===== src/rtl/vga_overlay_engine.sv =====
// vga_overlay_engine: VGA scan-out with up to NUM_FIELDS digit sprites composited over a background image.
// Latency: counter -> memory addresses 1 pixel, -> colour/syncs 2 pixels (1 pixel = 4 clk); free-running, no backpressure.
// Optional feature macro OVERLAY_TRANSPARENCY_EN: sprite pixels equal to KEY_COLOR show the background instead.
module vga_overlay_engine #(
    parameter int          H_ACTIVE   = 640,
    parameter int          H_FP       = 16,
    parameter int          H_SYNC     = 96,
    parameter int          H_BP       = 48,
    parameter int          V_ACTIVE   = 480,
    parameter int          V_FP       = 10,
    parameter int          V_SYNC     = 2,
    parameter int          V_BP       = 33,
    parameter int          NUM_FIELDS = 5,
    parameter int          DIGIT_W    = 49,
    parameter int          DIGIT_H    = 50,
    parameter int          MAX_DIGIT  = 9,
    parameter int          BG_AW      = 19,
    parameter int          SPRITE_AW  = 15,
    parameter logic [11:0] KEY_COLOR  = 12'h0F0
) (
    input  logic                    clk,
    input  logic                    reset,
    input  logic [NUM_FIELDS*10-1:0] field_x,
    input  logic [NUM_FIELDS*9-1:0]  field_y,
    input  logic [NUM_FIELDS*4-1:0]  field_val,
    input  logic [NUM_FIELDS-1:0]    field_en,
    output logic [BG_AW-1:0]         bg_addr,
    input  logic [11:0]              bg_color,
    output logic [SPRITE_AW-1:0]     sprite_addr,
    input  logic [11:0]              sprite_color,
    output logic                     hSync,
    output logic                     vSync,
    output logic [3:0]               VGA_R,
    output logic [3:0]               VGA_G,
    output logic [3:0]               VGA_B,
    output logic                     frame_start
);

    localparam int H_TOTAL = H_ACTIVE + H_FP + H_SYNC + H_BP;
    localparam int V_TOTAL = V_ACTIVE + V_FP + V_SYNC + V_BP;

    localparam logic [10:0] H_LAST   = 11'(H_TOTAL - 1);
    localparam logic [10:0] V_LAST   = 11'(V_TOTAL - 1);
    localparam logic [10:0] H_ACT    = 11'(H_ACTIVE);
    localparam logic [10:0] V_ACT    = 11'(V_ACTIVE);
    localparam logic [10:0] HS_START = 11'(H_ACTIVE + H_FP);
    localparam logic [10:0] HS_END   = 11'(H_ACTIVE + H_FP + H_SYNC);
    localparam logic [10:0] VS_START = 11'(V_ACTIVE + V_FP);
    localparam logic [10:0] VS_END   = 11'(V_ACTIVE + V_FP + V_SYNC);
    localparam logic [10:0] DW       = 11'(DIGIT_W);
    localparam logic [10:0] DH       = 11'(DIGIT_H);
    localparam logic [3:0]  MAXD     = 4'(MAX_DIGIT);

`ifdef OVERLAY_TRANSPARENCY_EN
    localparam bit TRANSP = 1'b1;
`else
    localparam bit TRANSP = 1'b0;
`endif

    // divider and scan counters
    logic [1:0]  div_q, div_d;
    logic [10:0] hcount_q, hcount_d;
    logic [10:0] vcount_q, vcount_d;
    logic        pix_en;
    logic        last_pix;

    // frame-stable copies of the field controls
    logic [NUM_FIELDS*10-1:0] sh_x_q, sh_x_d;
    logic [NUM_FIELDS*9-1:0]  sh_y_q, sh_y_d;
    logic [NUM_FIELDS*4-1:0]  sh_val_q, sh_val_d;
    logic [NUM_FIELDS-1:0]    sh_en_q, sh_en_d;
    logic                     frame_start_q, frame_start_d;

    // stage 1
    logic                 active_q, active_d;
    logic                 hit_q, hit_d;
    logic                 hs1_q, hs1_d;
    logic                 vs1_q, vs1_d;
    logic [BG_AW-1:0]     bg_addr_q, bg_addr_d;
    logic [SPRITE_AW-1:0] sprite_addr_q, sprite_addr_d;

    // stage 2
    logic        hs2_q, hs2_d;
    logic        vs2_q, vs2_d;
    logic [11:0] rgb_q, rgb_d;

    // winning-field search
    logic        sel_hit;
    logic [10:0] sel_dx, sel_dy;
    logic [3:0]  sel_val;
    logic [10:0] fx, fy;
    logic [3:0]  fval;

    assign pix_en   = (div_q == 2'd3);
    assign last_pix = (hcount_q == H_LAST) && (vcount_q == V_LAST);

    // Descending scan so the lowest-index hitting field is the last writer and wins.
    always_comb begin
        sel_hit = 1'b0;
        sel_dx  = '0;
        sel_dy  = '0;
        sel_val = '0;
        fx      = '0;
        fy      = '0;
        fval    = '0;
        for (int i = NUM_FIELDS - 1; i >= 0; i--) begin
            fx   = {1'b0, sh_x_q[10*i +: 10]};
            fy   = {2'b0, sh_y_q[9*i +: 9]};
            fval = sh_val_q[4*i +: 4];
            if (sh_en_q[i] && (fval <= MAXD) &&
                (hcount_q >= fx) && (hcount_q < fx + DW) &&
                (vcount_q >= fy) && (vcount_q < fy + DH)) begin
                sel_hit = 1'b1;
                sel_dx  = hcount_q - fx;
                sel_dy  = vcount_q - fy;
                sel_val = fval;
            end
        end
    end

    always_comb begin
        div_d         = div_q + 2'd1;
        hcount_d      = hcount_q;
        vcount_d      = vcount_q;
        sh_x_d        = sh_x_q;
        sh_y_d        = sh_y_q;
        sh_val_d      = sh_val_q;
        sh_en_d       = sh_en_q;
        frame_start_d = 1'b0;
        active_d      = active_q;
        hit_d         = hit_q;
        hs1_d         = hs1_q;
        vs1_d         = vs1_q;
        bg_addr_d     = bg_addr_q;
        sprite_addr_d = sprite_addr_q;
        hs2_d         = hs2_q;
        vs2_d         = vs2_q;
        rgb_d         = rgb_q;

        if (pix_en) begin
            if (hcount_q == H_LAST) begin
                hcount_d = '0;
                vcount_d = (vcount_q == V_LAST) ? 11'd0 : vcount_q + 11'd1;
            end else begin
                hcount_d = hcount_q + 11'd1;
            end

            if (last_pix) begin
                sh_x_d        = field_x;
                sh_y_d        = field_y;
                sh_val_d      = field_val;
                sh_en_d       = field_en;
                frame_start_d = 1'b1;
            end

            active_d = (hcount_q < H_ACT) && (vcount_q < V_ACT);
            hit_d    = sel_hit;
            hs1_d    = !((hcount_q >= HS_START) && (hcount_q < HS_END));
            vs1_d    = !((vcount_q >= VS_START) && (vcount_q < VS_END));
            bg_addr_d = ((hcount_q < H_ACT) && (vcount_q < V_ACT)) ?
                        BG_AW'(hcount_q) + BG_AW'(H_ACTIVE) * BG_AW'(vcount_q) : '0;
            sprite_addr_d = sel_hit ?
                        SPRITE_AW'(sel_dx) + SPRITE_AW'(DIGIT_W) * SPRITE_AW'(sel_dy) +
                        SPRITE_AW'(DIGIT_W * DIGIT_H) * SPRITE_AW'(sel_val) : '0;

            // Memory data for the stage-1 addresses has had a full pixel (4 clk) to settle.
            hs2_d = hs1_q;
            vs2_d = vs1_q;
            if (!active_q) begin
                rgb_d = 12'h000;
            end else if (hit_q && !(TRANSP && (sprite_color == KEY_COLOR))) begin
                rgb_d = sprite_color;
            end else begin
                rgb_d = bg_color;
            end
        end
    end

    always_ff @(posedge clk or negedge reset) begin
        if (!reset) begin
            div_q         <= '0;
            hcount_q      <= '0;
            vcount_q      <= '0;
            sh_x_q        <= '0;
            sh_y_q        <= '0;
            sh_val_q      <= '0;
            sh_en_q       <= '0;
            frame_start_q <= 1'b0;
            active_q      <= 1'b0;
            hit_q         <= 1'b0;
            hs1_q         <= 1'b1;
            vs1_q         <= 1'b1;
            bg_addr_q     <= '0;
            sprite_addr_q <= '0;
            hs2_q         <= 1'b1;
            vs2_q         <= 1'b1;
            rgb_q         <= '0;
        end else begin
            div_q         <= div_d;
            hcount_q      <= hcount_d;
            vcount_q      <= vcount_d;
            sh_x_q        <= sh_x_d;
            sh_y_q        <= sh_y_d;
            sh_val_q      <= sh_val_d;
            sh_en_q       <= sh_en_d;
            frame_start_q <= frame_start_d;
            active_q      <= active_d;
            hit_q         <= hit_d;
            hs1_q         <= hs1_d;
            vs1_q         <= vs1_d;
            bg_addr_q     <= bg_addr_d;
            sprite_addr_q <= sprite_addr_d;
            hs2_q         <= hs2_d;
            vs2_q         <= vs2_d;
            rgb_q         <= rgb_d;
        end
    end

    assign bg_addr     = bg_addr_q;
    assign sprite_addr = sprite_addr_q;
    assign hSync       = hs2_q;
    assign vSync       = vs2_q;
    assign VGA_R       = rgb_q[11:8];
    assign VGA_G       = rgb_q[7:4];
    assign VGA_B       = rgb_q[3:0];
    assign frame_start = frame_start_q;

endmodule


===== config.mk =====
export PLATFORM = sky130hd
export DESIGN_NAME = vga_overlay_engine
export DESIGN_NICKNAME = d
export VERILOG_FILES = /design/src/rtl/vga_overlay_engine.sv
export SDC_FILE = /design/constraint.sdc
export NUM_CORES = 1
export LEC_CHECK = 0
export ABC_AREA = 1
export BUFFER_PORTS_ARGS = -buffer_cell sky130_fd_sc_hd__buf_2
export CORE_ASPECT_RATIO = 0.7
export CORE_MARGIN = 10
export CORE_UTILIZATION = 50
export DETAILED_ROUTE_END_ITERATION = 6
export PLACE_DENSITY = 0.72
export SLEW_MARGIN = 40
export SYNTH_ARGS = -nofsm -noshare
export SYNTH_HDL_FRONTEND = slang
export SYNTH_SLANG_ARGS = --single-unit
export TNS_END_PERCENT = 100

===== constraint.sdc =====
create_clock -name clk -period 6.87 [get_ports clk]
set_clock_uncertainty 0.15 [all_clocks]
set_input_delay 1.0305 -clock clk [delete_from_list [all_inputs] [get_ports clk]]
set_output_delay 1.0305 -clock clk [all_outputs]
set_load 0.05 [all_outputs]

==> results of run 1 <==
## flip-flops by register name (all words and copies together) (netlist names)
signal and cells:
sh_x_q 50, sh_y_q 45, sh_val_q 20, bg_addr 19
sprite_addr 15, rgb_q 12, hcount_q 11, vcount_q 11
sh_en_q 5, div_q 2, active_q 1, frame_start 1
hSync 1, hit_q 1, hs1_q 1, vSync 1
vs1_q 1
## per-stage QoR
step                      hold slack (ps)  setup WS, ps  power, mW
after global routing                  322          -471       2.40
after CTS                             286          6.08       2.35
final                                 280          -103       2.33
after detailed placement              275          -323       1.27
after global placement                261          -132       1.27
after floorplan                       251          29.7       1.20
## power breakdown
group	switching, mW	internal (mW)	total, mW	leakage, nW
clock	0.501	0.578	1.08	0.291
combinational	0.0513	0.0342	0.0855	10.8
sequential	0.00171	1.16	1.16	2.05
## final cells by class
| class | count | area (um^2) |
|---|---|---|
| clock buffer | 21 | 440 |
| clock inverter | 11 | 149 |
| fill | 3449 | 14100 |
| inverter | 382 | 1460 |
| multi-input combinational | 2020 | 13800 |
| sequential | 197 | 4930 |
| tap | 527 | 659 |
| timing repair buffer | 436 | 3010 |
| timing repair inverter | 1 | 7.51 |
## kinds of logic (layout without fill, tap and decap cells)
| family | count (synthesis) | count (layout) | share of synthesized area, % |
|---|---|---|---|
| multiplexers | 2 | 2 | 0.102 |
| adder cells (fa/ha/maj) | 326 | 326 | 22.2 |
| XOR/XNOR | 161 | 161 | 7.19 |
| buffers and inverters | 444 | 851 | 8.80 |
| flip-flops | 197 | 197 | 25.2 |
| AND/OR/NAND/NOR | 1015 | 1016 | 21.9 |
| AO/OA/AOI/OAI | 515 | 515 | 14.6 |
## metal layers
| metal | part of all wire, % | wire length (um) |
|---|---|---|
| met5 | 0 | 0 |
| met1 | 47 | 29800 |
| met3 | 6.8 | 4340 |
| met4 | 1.8 | 1120 |
| met2 | 45 | 28400 |
## critical path: cells and delay by family (launching register included)
kind	cells	cell delay (ps)
buffers and inverters	8	650
adders and majority gates	7	2270
DFF	1	390
and+or+nand+nor	23	2170
xor gates and xnor gates	2	400
AOI/OAI and AO/OA	5	840
## cell usage in the layout, fill, tap and decap left out, types with 9 or more instances in the layout
master     count
buf_6         16
a21oi_1      143
inv_2         27
ha_4          22
o211ai_1      25
nand4_1       23
dfrtp_1      193
buf_4        215
nand3_1      110
buf_12        11
xnor2_1       44
nand3_2       23
clkbuf_16     18
nor2_1       156
nand2_1      595
o21ai_1       20
inv_1        350
nand2_2       23
a21oi_2       16
a31oi_1        9
ha_1         264
buf_2        193
nor2_2        13
o21a_1        11
o21ai_2       12
fa_1          36
xor2_1       113
o21ai_0      218
nor3_1        20
## timing repair
item | CTS | global route
gates resized for setup | 69 | 154
endpoints found under the setup margin | 5 | 9
pin swaps | 45 | 119
setup buffers | 32 | 22
cloned | 3 | 0
## worst paths after layout
check | startpoint | endpoint | slack (ps) | cells past startpoint
setup / recovery | sh_x_q[41] | sprite_addr[14] | -100 | 45
hold / removal | div_q[0] | div_q[0] | 280 | 1
setup reg to reg | sh_x_q[41] | sprite_addr[14] | -100 | 45
hold reg to reg | div_q[0] | div_q[0] | 280 | 1
max in group asynchronous | reset | bg_addr[17] | 5200 | 2
min in group asynchronous | reset | rgb_q[10] | 390 | 1
==> summary.md, run 1 <==
| Metric | Value |
|---|---|
| Status | finished, violations left |
| Failing checks | setup timing |
| Cts bufs inserted | 17 |
| Dominant synthesized flop cell | dfrtp_1 |
| Share of layout cells above drive strength 1 | between 20% and 30% |
| Met3 Usage GRT | roughly 4.4% |
| Leak | roughly 13 nW |
| Synthesized area | 19,600 um^2 |
| Mean routed wirelength per cell | 17.7 um |
| Mapped Cells | 2,660 |
| Critical Path AT | roughly 7200 ps |
| Hold Vio Cnt, Final | 0 |
| Placed Area | about 23,000 um^2 |
| Setup crit end kind | flip-flop |
| Initial antenna violation count | 1 |
| Post-Layout Cell Count | about 3,600 |
| Design area | 24,500 um^2 |
| VDD IR-drop max | ~180 uV |
| Placed Cells | 3,507 |
| Final Util | 63.5% |
| Top-area cell type share of the netlist area | 24.6% |
| Critical path's most frequent cell | nand2_1 |
| Endpoints failing setup | 4 |
| ANT nets after route | 0 |
| Ant diodes | 0 |
| Post-CTS Hold Fix Bufs | 0 |
| Initial Utilization | between 50% and 60% |
| Via Count | 19,334 |
| Clock Latency Late Sink | roughly 460 ps |
| Setup WS post-layout | -103 ps |
| IO Count | ~200 |
| EDFF count, synth | 0 |
| First-pass GRT wire length | just under 100 mm |
| Area contributors post-synth | dfrtp_1, ha_1, nand2_1 |
| Req. time, crit path | 7070 ps |
| DRC Markers | 0 |
| Hold crit path type | reg -> reg |
| Die width | roughly 260 um |
| FMAX | ~140 MHz |
| Slowest CP cell | fa_1 |
| TritonCTS Sinks | approximately 200 |
| RD Place Congestion | ~0.95 |
| Vias per std cell | 5.38 |
| Yosys top cell by area | dfrtp_1 |
| Setup crit start kind | flip-flop |
| Unrepaired setup endpoints after global routing | true |
| Critical Path Max Stage Delay | approximately 550 ps |
| Detailed placement HPWL | between 50 and 60 mm |
| CP Class | reg -> reg |
| Worst-margin pin slew | 878 ps |
| Nets | around 3,500 |
| Syn avg cell area | 7.38 um^2 |
| Post-synthesis async set-or-reset flop share | 100% |
| Headroom to the max-slew limit | about 41% |
| Final period util | 101% |
| Sequential share of the synthesized area | 25.2% |
| CTS tree | built |
| Drt pass-1 iters | 6 |
| Standard-cell rows | 60 |
| Vias in the first global route | approximately 19,000 |
| Global route overflow | 0 |
| Die Span Y | around 190 um |
| Top cells by count, synth | nand2_1, inv_1, ha_1, o21ai_0, dfrtp_1 |
| CTS max path bufs | 2 |
| Clock transition at path regs | ~70 ps |
| Pwr/cell area | between 90 and 100 nW/um^2 |
| Grt peak-use layer | met2 |
| M1 GR Usage | 35.7% |
| Distinct cell type count after synthesis | 61 |
| Total global-route track usage | between 20% and 30% |
| Most common cell in the netlist | nand2_1 |
| Total number of yosys warnings | 0 |
| Grt met2 use | between 40% and 50% |
| Syn-to-layout area delta | 24.9% |
| WL final | roughly 64 mm |
| Synth Register Bits | 197 |
| CP Max Fanout | 6 |
| Die area | 47,700 um^2 |
| Final Critical Period | roughly 7000 ps |
| Max-cap viol count | 0 |
| Starting DRT DRC Count | 1,503 |
| Post-synthesis net count | ~3,100 |
| Final TNS setup | -256 ps |
| Max H-tree Level | 4 |
| Core area | between 30,000 and 40,000 um^2 |
| Fin. max-slew vios | 0 |
| Root Driver | clkbuf_16 |
| PortBufs | roughly 190 |
| Largest net degree at the start of global routing | 120 |
Note: power is estimated with default switching activity, not from simulation.
==> run 2, diff against run 1 <==
--- a/config.mk
+++ b/config.mk
@@ -8,10 +8,10 @@
 export ABC_AREA = 1
 export BUFFER_PORTS_ARGS = -buffer_cell sky130_fd_sc_hd__buf_2
 export CORE_ASPECT_RATIO = 0.7
-export CORE_MARGIN = 10
-export CORE_UTILIZATION = 50
+export CORE_MARGIN = 2
+export CORE_UTILIZATION = 45
 export DETAILED_ROUTE_END_ITERATION = 6
-export PLACE_DENSITY = 0.72
+export PLACE_DENSITY = 0.66
 export SLEW_MARGIN = 40
 export SYNTH_ARGS = -nofsm -noshare
 export SYNTH_HDL_FRONTEND = slang
==> summary.md, run 2 (synthesized netlist as in run 1, its figures left out) <==
| Metric | Value |
|---|---|
| Switching share of power | 24.0% (+0.17 points) |
| Cells on Worst Hold Path | 1 (unchanged) |
| CTS max path bufs | 2 (unchanged) |
| Ant diodes | 0 (unchanged) |
| Design area | 24,400 um^2 (-0.49%) |
| Standard-cell rows | 63 (+5.0%) |
| Unrepaired setup endpoints after global routing | true |
| Cts bufs inserted | 17 (unchanged) |
| Regs by FF count | sh_x_q (50), sh_y_q (45), sh_val_q (20) |
| Drt pass-1 iters | 6 (unchanged) |
| DRC Markers | 0 (unchanged) |
| Largest register by flop count | sh_x_q |
| Sequential power share | 49.5% (-0.5 points) |
| Detailed placement HPWL | 49.2 mm (-1.8%) |
| CTS tree | built |
| Global route overflow | 0 (unchanged) |
| Max H-tree Level | 4 (unchanged) |
| Hold crit path type | reg -> reg |
| Setup crit end kind | flip-flop |
| Hold Vio Cnt, Final | 0 (unchanged) |
| Slowest CP cell | fa_1 |
| Clock Latency Late Sink | 480 ps (+20 ps) |
| Req. time, crit path | 7090 ps (+20 ps) |
| RD Place Congestion | 0.932 (-2.4%) |
| Worst R2R Path Depth | 45 (unchanged) |
| Status | completed |
| Fill count | 4,001 (+16%) |
| Placed Area | 22,700 um^2 (+0.94%) |
| Worst-margin pin slew | 737 ps (-141 ps) |
| Core area | 42,600 um^2 (+11%) |
| Setup crit start kind | flip-flop |
| Final period util | 99.8% (-1.7 points) |
| Post-CTS Hold Fix Bufs | 0 (unchanged) |
| Via Count | 19,089 (-1.3%) |
| Max-cap viol count | 0 (unchanged) |
| Die width | 254 um (-1.2%) |
| Worst slack at placement | -300 ps (+23.5 ps) |
| Most common cell after layout, fill and taps aside | nand2_1 |
| Initial Utilization | 46.0% (-4.8 points) |
| Endpoints failing setup | 0 (-4) |
| Placed Cells | 3,583 (+2.2%) |
| PortBufs | 194 (unchanged) |
| Root Driver | clkbuf_16 |
| TritonCTS Sinks | 197 (unchanged) |
| Headroom to the max-slew limit | 50.9% (+9.6 points) |
| Clock transition at path regs | 80 ps (about the same) |
| Logic gate share of total power | 3.5% (-0.2 points) |
| CP Class | reg -> reg |
| Total global-route track usage | 27.4% (+1.6 points) |
| Share of layout cells above drive strength 1 | 21.1% (-0.86 points) |
| Fin. max-slew vios | 0 (unchanged) |
| Largest net degree at the start of global routing | 77 (-36%) |
| IO Count | 195 (unchanged) |
| Final TNS setup | 0 ps (+256 ps) |
| Commonest non-fill, non-tap cells in the layout | nand2_1, inv_1, ha_1 |
| FMAX | 146 MHz (+1.7%) |
| Vias in the first global route | 18,173 (-2.8%) |
| CP Max Fanout | 8 (+2) |
| Nets | 3,529 (+0.057%) |
| Clock share of power | 46.9% (+0.6 points) |
| Net switching power | 0.563 mW (+1.6%) |
| Mean routed wirelength per cell | 16.9 um (-4.8%) |
| Critical path's most frequent cell | nand2_1 |
| Critical Path AT | 7070 ps (-100 ps) |
| Starting DRT DRC Count | 1,525 (+1.5%) |
| Die area | 45,300 um^2 (-5.0%) |
| Die Span Y | 179 um (-3.8%) |
| Syn-to-layout area delta | 24.3% |
| Initial antenna violation count | 1 (unchanged) |
| Critical Path Max Stage Delay | 540 ps (about the same) |
| Final Critical Period | 6860 ps (-115 ps) |
| Setup WS post-layout | 12.4 ps (+115 ps) |
| Post-Layout Cell Count | 3,655 (+1.7%) |
| ANT nets after route | 0 (unchanged) |
| Leak | 13.1 nW (-0.18%) |
| VDD IR-drop max | 189 uV (+7.9%) |
| Pwr/cell area | 96.4 nW/um^2 (+1.4%) |
| WL final | 61.6 mm (-3.2%) |
| Hold Slack | 285 ps (+5.71 ps) |
| First-pass GRT wire length | 96.4 mm (-2.6%) |
| Power Internal | 1.79 mW (+0.67%) |
| Vias per std cell | 5.22 (-2.9%) |
| Max reg flops | 50 (unchanged) |
[run 2: layout make-up]
cell class,count,area (um^2),share of cell area (%)
well taps,585,732,3.00
inverters,382,1450,5.95
clock inverters,12,163,0.667
clock buffers,20,447,1.83
multi-input cells,2019,13700,56.0
repair buffers,439,2990,12.3
repair inverters,1,7.51,0.0308
flip-flops and latches,197,4930,20.2
[run 2: critical path: cells and delay by family, from the launching register on]
family                     cells  cell delay [ps]
DFF                            1              420
AOI/OAI and AO/OA              9             1320
buffers and inverters         12              910
and+or+nand+nor               16             1430
adders and majority gates      6             2200
xor gates and xnor gates       2              290
[run 2: timing repair]
item                                    in CTS  in global routing
buffers inserted                            21                 21
endpoints found under the setup margin       5                  7
cloned                                       2                  0
gates resized for setup                     73                109
pin swaps                                   47                103
[run 2: layer usage]
layer,GRT usage [%],wire length (um)
met1,40.3,30300
met2,42.8,26800
met3,3.34,3490
met4,6.73,1080
met5,0,0
[run 2: final timing paths]
path	start	to	slack (ps)
max	sh_x_q[31]	sprite_addr[13]	10
min	div_q[0]	div_q[0]	290
max reg2reg	sh_x_q[31]	sprite_addr[13]	10
max in group asynchronous	reset	sh_x_q[14]	5140
min reg2reg	div_q[0]	div_q[0]	290
min in group asynchronous	reset	rgb_q[6]	350
[run 2: power groups by stage]
stage	sequential, mW	combinational, mW	clock, mW
6_report	1.16	0.0834	1.10
3_5_place_dp	1.19	0.0858	0
2_1_floorplan	1.20	0.00249	0
5_1_grt	1.16	0.0942	1.16
3_3_place_gp	1.19	0.0841	0
4_1_cts	1.16	0.0859	1.12
[run 2: through the flow]
step	util, %	power (mW)
2_1_floorplan	-	1.20
3_3_place_gp	53.3	1.27
3_5_place_dp	53.3	1.27
4_1_cts	55.9	2.37
5_1_grt	57.2	2.42
6_report	57.2	2.35
==> run 3, diff against run 2 <==
--- a/config.mk
+++ b/config.mk
@@ -5,7 +5,6 @@
 export SDC_FILE = /design/constraint.sdc
 export NUM_CORES = 1
 export LEC_CHECK = 0
-export ABC_AREA = 1
 export BUFFER_PORTS_ARGS = -buffer_cell sky130_fd_sc_hd__buf_2
 export CORE_ASPECT_RATIO = 0.7
 export CORE_MARGIN = 2
==> summary.md, run 3 <==
| Metric | Value |
|---|---|
| Initial antenna violation count | 0 (-1) |
| EDFF count, synth | 0 (unchanged) |
| Worst-margin pin slew | 807 ps (+70.2 ps) |
| CTS tree | built |
| CP Max Fanout | 5 (-3) |
| Leak | 13.7 nW (+4.2%) |
| Unrepaired setup endpoints after global routing | true |
| Final Critical Period | 7280 ps (+424 ps) |
| Total number of yosys warnings | 0 (unchanged) |
| Max reg flops | 50 (unchanged) |
| Commonest non-fill, non-tap cells in the layout | buf_4, inv_1, ha_1 |
| Dominant synthesized flop cell | dfrtp_1 |
| Die Span Y | 177 um (-0.97%) |
| Fill count | 3,644 (-8.9%) |
| Final period util | 106% (+6.2 points) |
| Area contributors post-synth | dfrtp_1, ha_1, xnor2_1 |
| Max H-tree Level | 4 (unchanged) |
| Die width | 251 um (-0.98%) |
| Detailed placement HPWL | 52.9 mm (+7.6%) |
| Via Count | 19,034 (-0.29%) |
| PortBufs | 194 (unchanged) |
| Hold crit path type | reg -> reg |
| Setup crit start | hcount_q[1] |
| Final Util | 62.7% (+5.5 points) |
| Top cells by count, synth | ha_1, inv_1, nand2_1, dfrtp_1, o21ai_0 |
| Clock transition at path regs | 80 ps (about the same) |
| Endpoints failing setup | 4 (+4) |
| RD Place Congestion | 0.986 (+5.7%) |
| Largest net degree at the start of global routing | 104 (+35%) |
| Fin. max-slew vios | 0 (unchanged) |
| Yosys top cell by area | dfrtp_1 |
| First-pass GRT wire length | 103 mm (+7.0%) |
| Worst R2R Path Depth | 33 (-27%) |
| CP Class | reg -> reg |
| Total global-route track usage | 29.8% (+2.3 points) |
| Design area | 26,500 um^2 (+8.7%) |
| Nets | 3,432 (-2.7%) |
| Largest register by flop count | sh_x_q |
| TritonCTS Sinks | 197 (unchanged) |
| CTS max path bufs | 2 (unchanged) |
| Share of layout cells above drive strength 1 | 33.3% (+12 points) |
| FMAX | 137 MHz (-5.8%) |
| Most common cell in the netlist | ha_1 |
| Critical Path Max Stage Delay | 530 ps (about the same) |
| Setup WS post-layout | -411 ps (-424 ps) |
| Hold Slack | 292 ps (+6.18 ps) |
| Mapped Cells | 2,255 (-15%) |
| Initial Utilization | 45.5% (-0.49 points) |
| Cts bufs inserted | 17 (unchanged) |
| Standard-cell rows | 63 (unchanged) |
| Core area | 42,300 um^2 (-0.92%) |
| Hold Crit Start | div_q[0] |
| Die area | 44,400 um^2 (-1.9%) |
| Root Driver | clkbuf_16 |
| Sequential share of the synthesized area | 25.7% (+0.51 points) |
| RR Startpoint | hcount_q[1] |
| Syn-to-layout area delta | 37.7% |
| Post-CTS Hold Fix Bufs | 0 (unchanged) |
| IO Count | 195 (unchanged) |
| Status | finished, violations left |
| FF/Latch Area | 4950 um^2 (+0.23%) |
| Ant diodes | 0 (unchanged) |
| Regs by FF count | sh_x_q (50), sh_y_q (45), sh_val_q (20) |
| WL final | 65.9 mm (+7.0%) |
| Synth Register Bits | 197 (unchanged) |
| Critical path's most frequent cell | ha_4 |
| Failing checks | setup timing |
| Starting DRT DRC Count | 1,415 (-7.2%) |
| Clock Latency Late Sink | 480 ps (about the same) |
| Cells on Worst Hold Path | 1 (unchanged) |
| Critical Path AT | 7540 ps (+470 ps) |
| Slowest CP cell | dfrtp_4 |
| Hold Vio Cnt, Final | 0 (unchanged) |
| Setup crit end kind | flip-flop |
| Mean routed wirelength per cell | 18.7 um (+11%) |
| Total Power | 2.37 mW (+0.83%) |
| Post-synthesis net count | 2,727 (-13%) |
| Global route overflow | 0 (unchanged) |
| Multi-input gate area | 13,900 um^2 (+2.0%) |
| Post-synthesis async set-or-reset flop share | 100% (unchanged) |
| Req. time, crit path | 7120 ps (+30 ps) |
| Syn avg cell area | 8.53 um^2 (+16%) |
| Synthesized area | 19,200 um^2 (-2.0%) |
| Worst slack at placement | -767 ps (-467 ps) |
| Max-cap viol count | 0 (unchanged) |
| VDD IR-drop max | 184 uV (-3.0%) |
| Most common cell after layout, fill and taps aside | buf_4 |
| Distinct cell type count after synthesis | 79 (+30%) |
| ANT nets after route | 0 (unchanged) |
| Headroom to the max-slew limit | 46.2% (-4.7 points) |
| Vias per std cell | 5.40 (+3.4%) |
| Setup crit start kind | flip-flop |
| DRC Markers | 0 (unchanged) |
| Top-area cell type share of the netlist area | 25.1% (+0.50 points) |
| Vias in the first global route | 18,839 (+3.7%) |
| Placed Area | 24,800 um^2 (+9.0%) |
| Drt pass-1 iters | 5 (-1) |
| Pwr/cell area | 89.4 nW/um^2 (-7.2%) |
==> run 3: changes by cell type in the layout (fill, tap and decap cells not counted), sizes merged, moves of 22 or more <==
cell	previous run	this run
mux2	0	39
o21bai	11	34
nand2	620	218
nor2	175	101
a21o	5	29
inv	385	287
o21ai	250	181
xnor2	45	148
nor2b	0	22
o22ai	0	43
buf	438	748
nand3	139	57
xor2	116	36
==> run 3: power breakdown <==
group          switching, mW  total [mW]  internal [mW]
clock                  0.531        1.11          0.581
sequential           0.00177        1.16           1.16
combinational         0.0564      0.0932         0.0368
==> run 3: critical path, delay by kind of cell, from the launching register on <==
family                     cells  cell delay [ps]
xor gates and xnor gates       4              690
DFF                            1              530
muxes                          2              460
AOI/OAI and AO/OA              8             1610
and+or+nand+nor                6              790
buffers and inverters          6              630
adders and majority gates      7             2340
==> run 3: timing repair <==
item	in CTS	in global routing
setup endpoints to repair	6	6
pin swaps	58	63
setup buffers	30	21
cloned	1	0
gates resized for setup	88	79
==> run 3: routing by layer <==
metal,vias to the layer above,global-route usage (%),part of all wire [%]
met3,68,5.21,5.6
li1,9317,-,-
met1,9172,43.9,49
met5,-,0,0
met4,0,7.19,2.1
met2,477,45.0,43
==> run 3: layout make-up <==
type / instances / share of cell area (%)
repair buffers: 748 / 19.9
clock buffers: 19 / 1.63
clock inverters: 13 / 0.642
inverters: 281 / 3.98
multi-input cells: 1715 / 52.6
flip-flops and latches: 197 / 18.7
well taps: 552 / 2.61
==> run 3: worst paths after layout <==
check / to / slack (ps)
max: sprite_addr[14] / -410
min: div_q[0] / 290
max reg2reg: sprite_addr[14] / -410
min reg2reg: div_q[0] / 290
max in group asynchronous: vcount_q[1] / 4940
min in group asynchronous: rgb_q[2] / 370
==> run 3: metrics by stage <==
stage | setup TNS (ps) | instances
3_5_place_dp | -2130 | 3446
2_1_floorplan | -129 | 2255
4_1_cts | -416 | 3509
5_1_grt | -1860 | 3525
3_3_place_gp | -1360 | 3444
6_report | -668 | 3525
==> run 3: cells by family (layout without fill, tap and decap cells) <==
| logic type | after synthesis | count (layout) | share of synthesized area, % |
|---|---|---|---|
| xor gates and xnor gates | 185 | 185 | 8.54 |
| adders and majority gates | 326 | 326 | 22.7 |
| and+or+nand+nor | 564 | 564 | 14.0 |
| AOI/OAI and AO/OA | 577 | 578 | 18.8 |
| DFF | 197 | 197 | 25.7 |
| buffers and inverters | 344 | 1061 | 6.86 |
| muxes | 62 | 62 | 3.48 |
